[config.mk]
export PLATFORM = sky130hd
export DESIGN_NAME = dff_share_arbiter
export DESIGN_NICKNAME = d
export VERILOG_FILES = /design/src/rtl/dff_share_arbiter.sv
export SDC_FILE = /design/constraint.sdc
export NUM_CORES = 1
export LEC_CHECK = 0
export ABC_AREA = 1
export ABC_CLOCK_PERIOD_IN_PS = 3000
export CORE_UTILIZATION = 41
export CTS_BUF_LIST = sky130_fd_sc_hd__clkbuf_4
export DETAILED_ROUTE_END_ITERATION = 6
export MAX_ROUTING_LAYER = met4
export PLACE_DENSITY = 0.89
export SLEW_MARGIN = 20
export SYNTH_ARGS = -nofsm -noshare
export SYNTH_HDL_FRONTEND = slang
export SYNTH_SLANG_ARGS = --single-unit
[constraint.sdc]
create_clock -name clk -period 3 [get_ports clk]
set_input_delay 0.6 -clock clk [delete_from_list [all_inputs] [get_ports clk]]
set_output_delay 0.6 -clock clk [all_outputs]
set_load 0.05 [all_outputs]
[src/rtl/dff_share_arbiter.sv]
// Round-robin arbiter that shares one BITS_COUNT-wide storage register among NUM_REQ requesters.
// After each load the register is held for HOLD_CYCLES cycles before the next grant.
module dff_share_arbiter #(
  parameter int BITS_COUNT  = 8,
  parameter int NUM_REQ     = 4,
  parameter int HOLD_CYCLES = 2
) (
  input  logic                             clk,
  input  logic                             rst,
  input  logic [NUM_REQ-1:0]               req_valid,
  input  logic [NUM_REQ*BITS_COUNT-1:0]    req_data,
  output logic [NUM_REQ-1:0]               req_ready,
  output logic [BITS_COUNT-1:0]            q,
  output logic                             q_valid,
  output logic [$clog2(NUM_REQ)-1:0]       q_owner,
  output logic                             busy
);

  localparam int OW = $clog2(NUM_REQ);

  typedef enum logic {
    IDLE,
    HOLD
  } state_t;

  state_t                state_q, state_d;
  logic [OW-1:0]         ptr_q, ptr_d;
  logic [7:0]            hold_cnt_q, hold_cnt_d;
  logic [BITS_COUNT-1:0] q_q, q_d;
  logic                  q_valid_q, q_valid_d;
  logic [OW-1:0]         q_owner_q, q_owner_d;

  logic [NUM_REQ-1:0]    rotated;
  logic                  found;
  int                    offset;
  int                    winner;
  logic [BITS_COUNT-1:0] win_data;
  logic [NUM_REQ-1:0]    win_onehot;

  // Rotate the request vector so bit 0 is the requester at ptr; the lowest set bit wins.
  always_comb begin
    rotated    = NUM_REQ'({req_valid, req_valid} >> ptr_q);
    found      = 1'b0;
    offset     = 0;
    winner     = 0;
    win_data   = '0;
    win_onehot = '0;
    for (int k = NUM_REQ - 1; k >= 0; k--) begin
      if (rotated[k]) begin
        found  = 1'b1;
        offset = k;
      end
    end
    winner = int'(ptr_q) + offset;
    if (winner >= NUM_REQ) begin
      winner = winner - NUM_REQ;
    end
    for (int i = 0; i < NUM_REQ; i++) begin
      if (i == winner) begin
        win_data      = req_data[i*BITS_COUNT +: BITS_COUNT];
        win_onehot[i] = 1'b1;
      end
    end
  end

  always_comb begin
    state_d    = state_q;
    ptr_d      = ptr_q;
    hold_cnt_d = hold_cnt_q;
    q_d        = q_q;
    q_valid_d  = q_valid_q;
    q_owner_d  = q_owner_q;
    req_ready  = '0;

    case (state_q)
      IDLE: begin
        if (found && !rst) begin
          req_ready = win_onehot;
          q_d       = win_data;
          q_owner_d = OW'(winner);
          q_valid_d = 1'b1;
          ptr_d     = (winner == NUM_REQ - 1) ? '0 : OW'(winner + 1);
          if (HOLD_CYCLES > 0) begin
            state_d    = HOLD;
            hold_cnt_d = 8'(HOLD_CYCLES - 1);
          end
        end
      end
      HOLD: begin
        if (hold_cnt_q == 8'd0) begin
          state_d = IDLE;
        end else begin
          hold_cnt_d = hold_cnt_q - 8'd1;
        end
      end
      default: begin
        state_d = IDLE;
      end
    endcase
  end

  // Reset wins over any handshake in the same cycle and aborts a hold in progress.
  always_ff @(posedge clk) begin
    if (rst) begin
      state_q    <= IDLE;
      ptr_q      <= '0;
      hold_cnt_q <= 8'd0;
      q_q        <= '0;
      q_valid_q  <= 1'b0;
      q_owner_q  <= '0;
    end else begin
      state_q    <= state_d;
      ptr_q      <= ptr_d;
      hold_cnt_q <= hold_cnt_d;
      q_q        <= q_d;
      q_valid_q  <= q_valid_d;
      q_owner_q  <= q_owner_d;
    end
  end

  assign q       = q_q;
  assign q_valid = q_valid_q;
  assign q_owner = q_owner_q;
  assign busy    = (state_q == HOLD);

endmodule
==> metrics.txt, run 1 <==
layout cells sized above 1=between 30% and 40%; CTS Sinks=22; # rows=20; Hold Fails Final Rpt=0; sequential share of power=15.9%; Via-to-Cell Ratio=5.23; Arr. time, crit path=2.45 ns; ANT cells=0; total CTS buffers=3; min Tclk post-route=3.05 ns; routability cong.=roughly 0.81; Vias=roughly 1700; Synth Area in Simple Gates=approximately a third; area leader, netlist=dfxtp_1; Die ar.=around 3600 um2; Tightest Pin Transition=0.518 ns; adder-cell area share of the yosys netlist=5.38%; Slew HR=65.4%; Internal=about 1.5 mW; failing checks=negative setup slack; CP max-delay cell=dfxtp_4; largest net degree at the start of global routing=15; Syn Area/Cell=6.71 um2; fin. max-slew vios=0; worst min-delay path class=reg2reg; netlist area before placement=1400 um2; worst skew pair latency=0.31 ns; Logic pwr share=around 77%; post-synth cell types=28; Yosys top cell area share=a little under a third; status=finished with violations; Tot GR Track Use=25.7%; vias in the first global route=1607; Top FF cell, synth=dfxtp_1; Clock power frac=7.6%; reg-to-reg slack, setup=0.17 ns; fmax=around 0.33 GHz; most frequent cells in the layout=47 x nand2_1, 45 x clkdlybuf4s50_1, 21 x nand3_1, 21 x buf_4, 20 x dfxtp_1; Peak supply drop=~0.0010 V; switching share of power=between 50% and 60%; syn_nets=252; Crit. End Element=output port; FF+latch count, synth=22; DP HPWL=2.80 mm; Finished Core Util=between 70% and 80%; reg2reg start=ptr_q[0]; largest family of logic cells by synthesized area=simple AND/OR/NAND/NOR gates; critical path, cell by cell=buf_6 -> nand2_2 -> nand3_1 -> nand2_2 -> a21boi_2 -> ha_4 -> xnor2_4 -> xor2_4 -> ha_4 -> clkinv_4 -> nor2_4 -> buf_12; P_leak=0.999 nW; Final Cycle Share=102%; RSZ-0062 raised after global routing=true; Chip Width=around 60 um; post-layout worst setup margin=-0.0521 ns; first-pass GRT wire length=6.89 mm; core area=3130 um2; post-route cell area=2390 um2; drc violations=0; Bufs on Longest Clock Path=2; worst-path fanout max=5; CP Depth=12; Area after DPL=2090 um2; Clock Skews=0.000915 ns; crit path kind=reg2out; commonest non-fill, non-tap cell in the layout=nand2_1; CTS clock-pin slew for the worst setup and hold paths=between 0.1 and 0.15 ns; most area-consuming cells after synthesis=dfxtp_1 32%, nand2_1 16%, nand3_1 9.3%, a21oi_1 5.7%, ha_1 5.4%; Starting DRT DRC Count=around 100; Post-CTS Hold Buffers=0; CP max stage delay=between 0.4 and 0.5 ns; Final Net Count=325; WP data required=approximately 2.4 ns; cells after synthesis=208; TritonCTS clock tree=built; Post-synth EDFFs=0; WHS Endpoint=hold_cnt_q[7]; Port Buffers=53; mux share of post-synthesis cell area=0%; Final Total Pwr=between 2 and 3 mW; DRT antenna net count=0; crit start category=flip-flop; Async SR Flop Fraction=0%; Yosys warning total=0; Hold Crit Depth=2; worst path buffer plus inverter count=3; FF-to-FF path depth=18; 1st-pass router iterations=4; Min Hold Slack=0.488 ns; max_cap viols=0; H-tree depth=1; Synth Area in Compound Gates=18.4%; setup TNS=-0.169 ns; drt total wl=roughly 4.6 mm; Psw=1.51 mW; r2r endpoint=q[5]; starting density of the core=44.6%; GR Overflow Total=0; delay-heaviest family, CP=flip-flops; hold path startpoint=hold_cnt_q[7]; Setup violations, final=4; Synth Area in XOR/XNOR=3.77%; Area growth syn-to-layout=71.2%; Seq/Total Area, Yosys=31.6%; initial antenna violation count=0; Ports=54; WL per Instance=14.3 um; pwr/cell area=1260 nW/um2; DIE HEIGHT=60.3 um; clk root buf=clkbuf_4
## layout make-up
| cell class | count | area [um2] |
|---|---|---|
| multi-input combinational | 158 | 1020 |
| timing repair buffer | 75 | 717 |
| clock buffer | 3 | 22.5 |
| clock inverter | 1 | 30.0 |
| tap | 44 | 55.1 |
| sequential | 22 | 448 |
| fill | 215 | 739 |
| inverter | 21 | 91.3 |
## power groups by stage
stage	clock network, mW	logic [mW]	registers, mW
floorplan	0	1.13	0.611
detailed placement	0	1.84	0.463
CTS	0.226	2.04	0.467
global placement	0	1.81	0.461
global route	0.243	2.51	0.488
finish	0.229	2.29	0.477
## cell usage after synthesis (2+ instances only)
library cell / count
nor2_1: 10
ha_1: 6
xor2_1: 4
nand2_2: 4
o21ai_0: 13
a21oi_1: 16
clkbuf_1: 3
o21ai_1: 4
xnor2_1: 2
nand3_1: 26
nand2_1: 58
a21oi_2: 3
dfxtp_1: 22
a22o_1: 4
inv_1: 14
inv_2: 6
o211ai_1: 2
## worst max path at each step
| stage | start | to | slack [ns] |
|---|---|---|---|
| 2_1_floorplan | req_valid[1] | req_ready[3] | -0.11 |
| 3_3_place_gp | req_valid[1] | req_ready[0] | -0.31 |
| 3_5_place_dp | req_valid[2] | req_ready[1] | -0.40 |
| 4_1_cts | ptr_q[0] | req_ready[3] | 0.001 |
| 5_1_grt | ptr_q[0] | req_ready[1] | -0.14 |
| 6_report | ptr_q[0] | req_ready[3] | -0.05 |
## stage by stage
step / instances / setup slack [ns]
after floorplan: 208 / -0.114
after global placement: 312 / -0.314
after detailed placement: 312 / -0.396
after CTS: 321 / 0.00110
after global routing: 324 / -0.142
final: 324 / -0.0521
## sequential cells by signal, indices dropped and copies added, names as in the netlist
| register | cells |
|---|---|
| q_owner | 2 |
| q | 8 |
| ptr_q | 2 |
| q_valid | 1 |
| hold_cnt_q | 8 |
| busy | 1 |
## tightest hold or removal path, stage by stage (launching register included)
cell,delay (ns)
dfxtp_1,0.33
nand2_1,0.06
a21oi_1,0.06
## routing by layer
layer	wire, um	vias up	track usage, %
met5	0	-	-
met3	232	16	2.13
li1	-	826	-
met4	150	0	11.0
met1	1800	771	29.0
met2	2460	82	46.0
## cells by family after synthesis
| family | Yosys count |
|---|---|
| simple gates | 102 |
| flops | 22 |
| fa+ha+maj | 6 |
| xor+xnor | 6 |
| compound gates | 44 |
| buf+inv | 28 |
## timing repair
item | in CTS | in global routing
setup endpoints to repair | 5 | 10
setup buffers | 6 | 3
gates resized for setup | 41 | 23
pin swaps | 17 | 12
(Power assumes the default switching activity.)
==> run 2, diff against run 1 <==
- ABC_AREA: 1 -> not set
- CORE_UTILIZATION: 41 -> 40
- PLACE_DENSITY: 0.89 -> 0.87
==> run 2 against run 1 <==
  * The flow still finishes with violations (negative setup slack)
  * Register-to-register slack worse by 0.09 ns
  * Clock power down 2%
  * Routed wire length down 5.7%
  * Fmax down 0.31%
  * Critical path depth down 2
  * Utilization down 1.4 points
  * Sequential power down 3%
  * Total power down 12%
  * Count of clock-buffer cells in the layout unchanged
  * Sequential share of layout area about the same
  * Flip-flop and latch count unchanged
==> metrics.txt, run 2 <==
status=finished with violations; failing checks=negative setup slack; crit path kind=in2out; worst min-delay path class=reg2reg; Worst Setup SP=req_valid[3]; max_cap viols=0 (unchanged); Vias=1641 (-3.2%); Final Net Count=294 (-9.5%); worst skew pair latency=0.31 ns (about the same); min Tclk post-route=3.06 ns (+0.00936 ns); Tot GR Track Use=25.4% (-0.34 points); DP HPWL=3.05 mm (+9.1%); FF+latch count, synth=22 (unchanged); layout cells sized above 1=28.5% (-1.5 points); post-synth cell types=36 (+29%); core area=3150 um2 (+0.80%); clk root buf=clkbuf_4; Via-to-Cell Ratio=5.60 (+7.1%); commonest cells in the netlist=28 x nor2_1, 22 x dfxtp_1, 20 x nor3_1; syn_nets=220 (-13%); routability cong.=0.879 (+9.0%); Finished Core Util=75.0% (-1.4 points); starting density of the core=43.5% (-1.1 points); total CTS buffers=3 (unchanged); Chip Width=60.6 um (+0.41%); RSZ-0062 raised after global routing=true; reg2reg start=ptr_q[0]; # rows=20 (unchanged); fin. max-slew vios=0 (unchanged); Area growth syn-to-layout=72.3%; Yosys warning total=0 (unchanged); dpl ws=-0.537 ns (-0.141 ns); cells after synthesis=176 (-15%); Setup violations, final=4 (unchanged); Final Total Pwr=2.65 mW (-12%); Seq/Total Area, Yosys=32.1% (+0.52 points); area leader, netlist=dfxtp_1; Slew HR=59.5% (-5.8 points); critical path, cell by cell=buf_6 -> inv_1 -> o311a_1 -> o21ai_1 -> ha_2 -> xnor2_2 -> xnor2_2 -> ha_2 -> nor3b_4 -> buf_12; Fillers=222 (+3.3%); worst-path fanout max=4 (-1); initial antenna violation count=0 (unchanged); ANT cells=0 (unchanged); H-tree depth=1 (unchanged); 1st-pass router iterations=4 (unchanged); P_leak=0.920 nW (-7.9%); TritonCTS clock tree=built; WL per Instance=14.9 um (+4.3%); Port Buffers=53 (unchanged); Syn Area/Cell=7.80 um2 (+16%); commonest non-fill, non-tap cell in the layout=clkdlybuf4s50_1; Starting DRT DRC Count=75 (-26%); hold path startpoint=q_owner[0]; drt total wl=4.38 mm (-5.7%); most area-consuming cells after synthesis=dfxtp_1 32%, nor2_1 7.7%, nor3_1 7.3%, ha_1 5.5%, a211oi_1 4.9%; netlist area before placement=1370 um2 (-1.6%); Peak supply drop=0.000767 V (-23%); most frequent cell after synthesis=nor2_1; Tightest Pin Transition=0.607 ns (+0.0890 ns); most frequent cells in the layout=45 x clkdlybuf4s50_1, 28 x buf_4, 26 x nor2_1; Async SR Flop Fraction=0% (unchanged); CTS Sinks=22 (unchanged); Arr. time, crit path=2.46 ns (about the same); Crit. End Element=output port; largest net degree at the start of global routing=18 (+3); CP max-delay cell=o311a_1; Post-synth EDFFs=0 (unchanged); drc violations=0 (unchanged); vias in the first global route=1571 (-2.2%); GR Overflow Total=0 (unchanged); DRT antenna net count=0 (unchanged); crit start category=primary input; Clock Skews=0.00394 ns (+0.00302 ns); Yosys top cell area share=32.1% (+0.52 points); Bufs on Longest Clock Path=2 (unchanged); Die ar.=3670 um2 (+0.83%); Top FF cell, synth=dfxtp_1; WP data required=2.40 ns (about the same); Post-CTS Hold Buffers=0 (unchanged); Ports=54 (unchanged); CTS clock-pin slew for the worst setup and hold paths=0.11 ns (-0.02 ns); Hold Fails Final Rpt=0 (unchanged); pwr/cell area=1120 nW/um2 (-11%); first-pass GRT wire length=6.71 mm (-2.6%); post-layout worst setup margin=-0.0615 ns (-0.00936 ns); CP max stage delay=0.32 ns (-0.12 ns); Min Hold Slack=0.480 ns (-0.00811 ns); Final Cycle Share=102% (+0.31 points); DIE HEIGHT=60.6 um (+0.41%); fmax=0.327 GHz (-0.31%)
## run 2: cell count changes in the layout (fill, tap and decap cells not counted), sizes merged, moves of 6 or more
cell,change
nand2,-55
nand3,-27
nor3,+20
nor2,+19
inv,-14
o21ai,-14
a211oi,+9
nor2b,+9
buf,+8
a21oi,-7
a221oi,+7
nor3b,+6
## run 2: kinds of logic after synthesis
group / count (synthesis) / share of synthesized area [%]
AND/OR/NAND/NOR: 82 / 31.4
buffers and inverters: 19 / 5.38
flip-flops: 22 / 32.1
XOR/XNOR: 3 / 1.91
AO/OA/AOI/OAI: 44 / 23.8
adder cells (fa/ha/maj): 6 / 5.47
## run 2: per-stage QoR
step	setup TNS [ns]	std cells	area, um2
after floorplan	-0.477	176	1510
after global placement	-4.63	280	2180
after detailed placement	-6.03	280	2180
after CTS	-0.00195	289	2280
after global routing	-1.23	293	2360
final	-0.155	293	2360
## run 2: what timing repair did
item	CTS	global route
setup endpoints to repair	12	5
gates resized for setup	28	9
endpoints found under the hold margin	0	0
cloned	0	0
buffers inserted	5	4
pin swaps	6	7
## run 2: worst max-delay path: cells and delay by family
| kind | cells | cell delay, ns |
|---|---|---|
| AOI/OAI and AO/OA | 2 | 0.49 |
| adders and majority gates | 2 | 0.47 |
| buffers and inverters | 3 | 0.31 |
| and+or+nand+nor | 1 | 0.22 |
| xor gates and xnor gates | 2 | 0.38 |
## run 2: per-layer routing
metal	vias to the layer above	global-route usage, %	wire length (um)
met3	12	6.40	282
met5	-	-	0
met2	73	47.1	2280
li1	788	-	-
met1	768	27.0	1710
met4	0	5.19	109
## run 2: area by class of cell
class | instances | area, um2 | share of cell area [%]
multi-input combinational | 135 | 1010 | 42.8
timing repair buffer | 82 | 778 | 32.9
sequential | 22 | 444 | 18.8
tap | 44 | 55.1 | 2.33
clock inverter | 1 | 30.0 | 1.27
clock buffer | 3 | 22.5 | 0.952
inverter | 6 | 22.5 | 0.952
## run 2: final timing paths
kind	to	slack [ns]	cells after the start
max	req_ready[0]	-0.06	10
min	q_owner[0]	0.48	2
max reg2reg	q[4]	0.08	14
min reg2reg	q_owner[0]	0.48	2
## run 2: power by group
part,internal (mW),switching (mW)
clock,0.135,0.0884
sequential,0.387,0.0756
combinational,0.906,1.06
total,1.43,1.22
==> run 3, diff against run 2 <==
- SETUP_SLACK_MARGIN: not set -> 0.3
==> run 3 against run 2 <==
  * Total power is 7.7% higher
  * Worst setup slack better by 0.021 ns
  * Highest routed layer unchanged
  * Design area grew 2.3%
  * Die area unchanged
  * Global-route usage rose by 1.7 points
  * Register-to-register slack worse by 0.06 ns
  * The flow still finishes with violations (negative setup slack)
  * Non-clock buffer count shrank 3
  * Count of clock-buffer cells in the layout is the same
  * Sequential share of layout area down 0.42 points
  * Utilization grew 1.7 points
  * Clock power is 5% higher
  * Fmax up 0.70%
==> metrics.txt, run 3 (synthesized netlist as in run 2, its figures left out) <==
status=finished with violations; failing checks=negative setup slack; Slew HR=59.6% (about the same); largest net degree at the start of global routing=18 (unchanged); ANT cells=0 (unchanged); post-layout worst setup margin=-0.0404 ns (+0.0211 ns); Crit. End Element=output port; routability cong.=0.910 (+3.6%); Hold Crit Depth=2 (unchanged); worst skew pair latency=0.33 ns (+0.02 ns); layout cells sized above 1=31.3% (+2.8 points); Peak supply drop=0.000757 V (-1.3%); worst-path fanout max=6 (+2); min Tclk post-route=3.04 ns (-0.0211 ns); post-route cell area=2420 um2 (+2.3%); WL per Instance=16.7 um (+12%); drc violations=0 (unchanged); Post-Layout Cell Count=290 (-1.0%); fin. max-slew vios=0 (unchanged); Die ar.=3670 um2 (unchanged); RSZ-0062 raised after global routing=true; Min Hold Slack=0.496 ns (+0.0168 ns); worst min-delay path class=reg2reg; WHS Endpoint=q[7]; crit path kind=reg2out; Clock Skews=0.0124 ns (+0.00850 ns); drt total wl=4.85 mm (+11%); fmax=0.329 GHz (+0.70%); CTS Sinks=22 (unchanged); crit start category=flip-flop; Ports=54 (unchanged); P_leak=0.930 nW (+1.1%); commonest non-fill, non-tap cell in the layout=clkdlybuf4s50_1; Arr. time, crit path=2.44 ns (-0.02 ns); vias in the first global route=1493 (-5.0%); 1st-pass router iterations=4 (unchanged); initial antenna violation count=0 (unchanged); max_cap viols=0 (unchanged); DRT antenna net count=0 (unchanged); DP HPWL=3.01 mm (-1.4%); Post-Place Cells=279 (-0.36%); Chip Width=60.6 um (unchanged); most frequent cells in the layout=45 x clkdlybuf4s50_1, 26 x nor2_1, 22 x buf_4; core area=3150 um2 (unchanged); Bufs on Longest Clock Path=2 (unchanged); Final Cycle Share=101% (-0.70 points); Via-to-Cell Ratio=5.63 (+0.48%); TritonCTS clock tree=built; Vias=1632 (-0.55%); # rows=20 (unchanged); GR Overflow Total=0 (unchanged); Final Net Count=291 (-1.0%); Hold Fails Final Rpt=0 (unchanged); r2r endpoint=q[5]; Fillers=219 (-1.4%); pwr/cell area=1180 nW/um2 (+5.3%); clk root buf=clkbuf_4; Tot GR Track Use=27.0% (+1.7 points); DIE HEIGHT=60.6 um (unchanged); FF-to-FF path depth=16 (+2); starting density of the core=43.5% (unchanged); Port Buffers=53 (unchanged); CTS clock-pin slew for the worst setup and hold paths=0.12 ns (about the same); H-tree depth=1 (unchanged); WP data required=2.40 ns (about the same); total CTS buffers=3 (unchanged); first-pass GRT wire length=7.04 mm (+4.9%); Area after DPL=2170 um2 (-0.35%); Area growth syn-to-layout=76.2%; Final Total Pwr=2.86 mW (+7.7%); Starting DRT DRC Count=89 (+19%); hold path startpoint=q[7]; reg-to-reg slack, setup=0.02 ns (-0.06 ns); Setup violations, final=4 (unchanged); Tightest Pin Transition=0.605 ns (-0.00252 ns); reg2reg start=ptr_q[0]
run 3: cell count changes in the layout (fill, tap and decap cells not counted), sizes merged:
cell / previous run / this run
buf: 37 / 33
clkbuf: 3 / 4
run 3: critical path: stages, from the launching register on:
cell and delay, ns:
dfxtp_4 0.41, buf_4 0.14, nand3_1 0.07, o311a_1 0.13, o21ai_1 0.14, ha_2 0.21, xnor2_2 0.08, xnor2_2 0.28
ha_2 0.24, nor3b_4 0.25, buf_12 0.17
run 3: layer usage:
layer  share of wire, %  GRT usage (%)
met5                  0              -
met1                 40           31.9
met2                 50           45.1
met4                4.1           11.7
met3                5.5           4.69
run 3: repair_timing:
item | in CTS | in global routing
hold buffers | 0 | 0
cloned | 0 | 1
setup buffers | 2 | 4
gates resized for setup | 34 | 23
endpoints found under the setup margin | 13 | 12
pin swaps | 8 | 13
run 3: how the worst max path moves through the flow:
| stage | to | from |
|---|---|---|
| floorplan | req_ready[3] | req_valid[2] |
| global placement | req_ready[2] | req_valid[3] |
| detailed placement | req_ready[2] | req_valid[1] |
| CTS | req_ready[1] | req_valid[3] |
| global route | q[5] | ptr_q[0] |
| finish | req_ready[1] | ptr_q[0] |
run 3: stage by stage:
step | setup WS [ns] | utilization (%) | TNS, ns
CTS | 0.00334 | 72.3 | 0
finish | -0.0404 | 76.7 | -0.109
floorplan | -0.203 | - | -0.477
global route | -0.190 | 76.7 | -1.09
detailed placement | -0.493 | 68.8 | -5.41
global placement | -0.447 | 68.8 | -4.64
run 3: power breakdown:
group | internal [mW] | switching [mW]
combinational | 1.01 | 1.14
sequential | 0.387 | 0.0799
clock | 0.135 | 0.0994
run 3: layout make-up:
type / instances / area [um2] / share of cell area (%)
multi-input combinational: 135 / 1050 / 43.4
clock buffer: 3 / 22.5 / 0.931
clock inverter: 1 / 30.0 / 1.24
sequential: 22 / 444 / 18.4
tap: 44 / 55.1 / 2.28
timing repair buffer: 79 / 795 / 32.9
inverter: 6 / 22.5 / 0.931
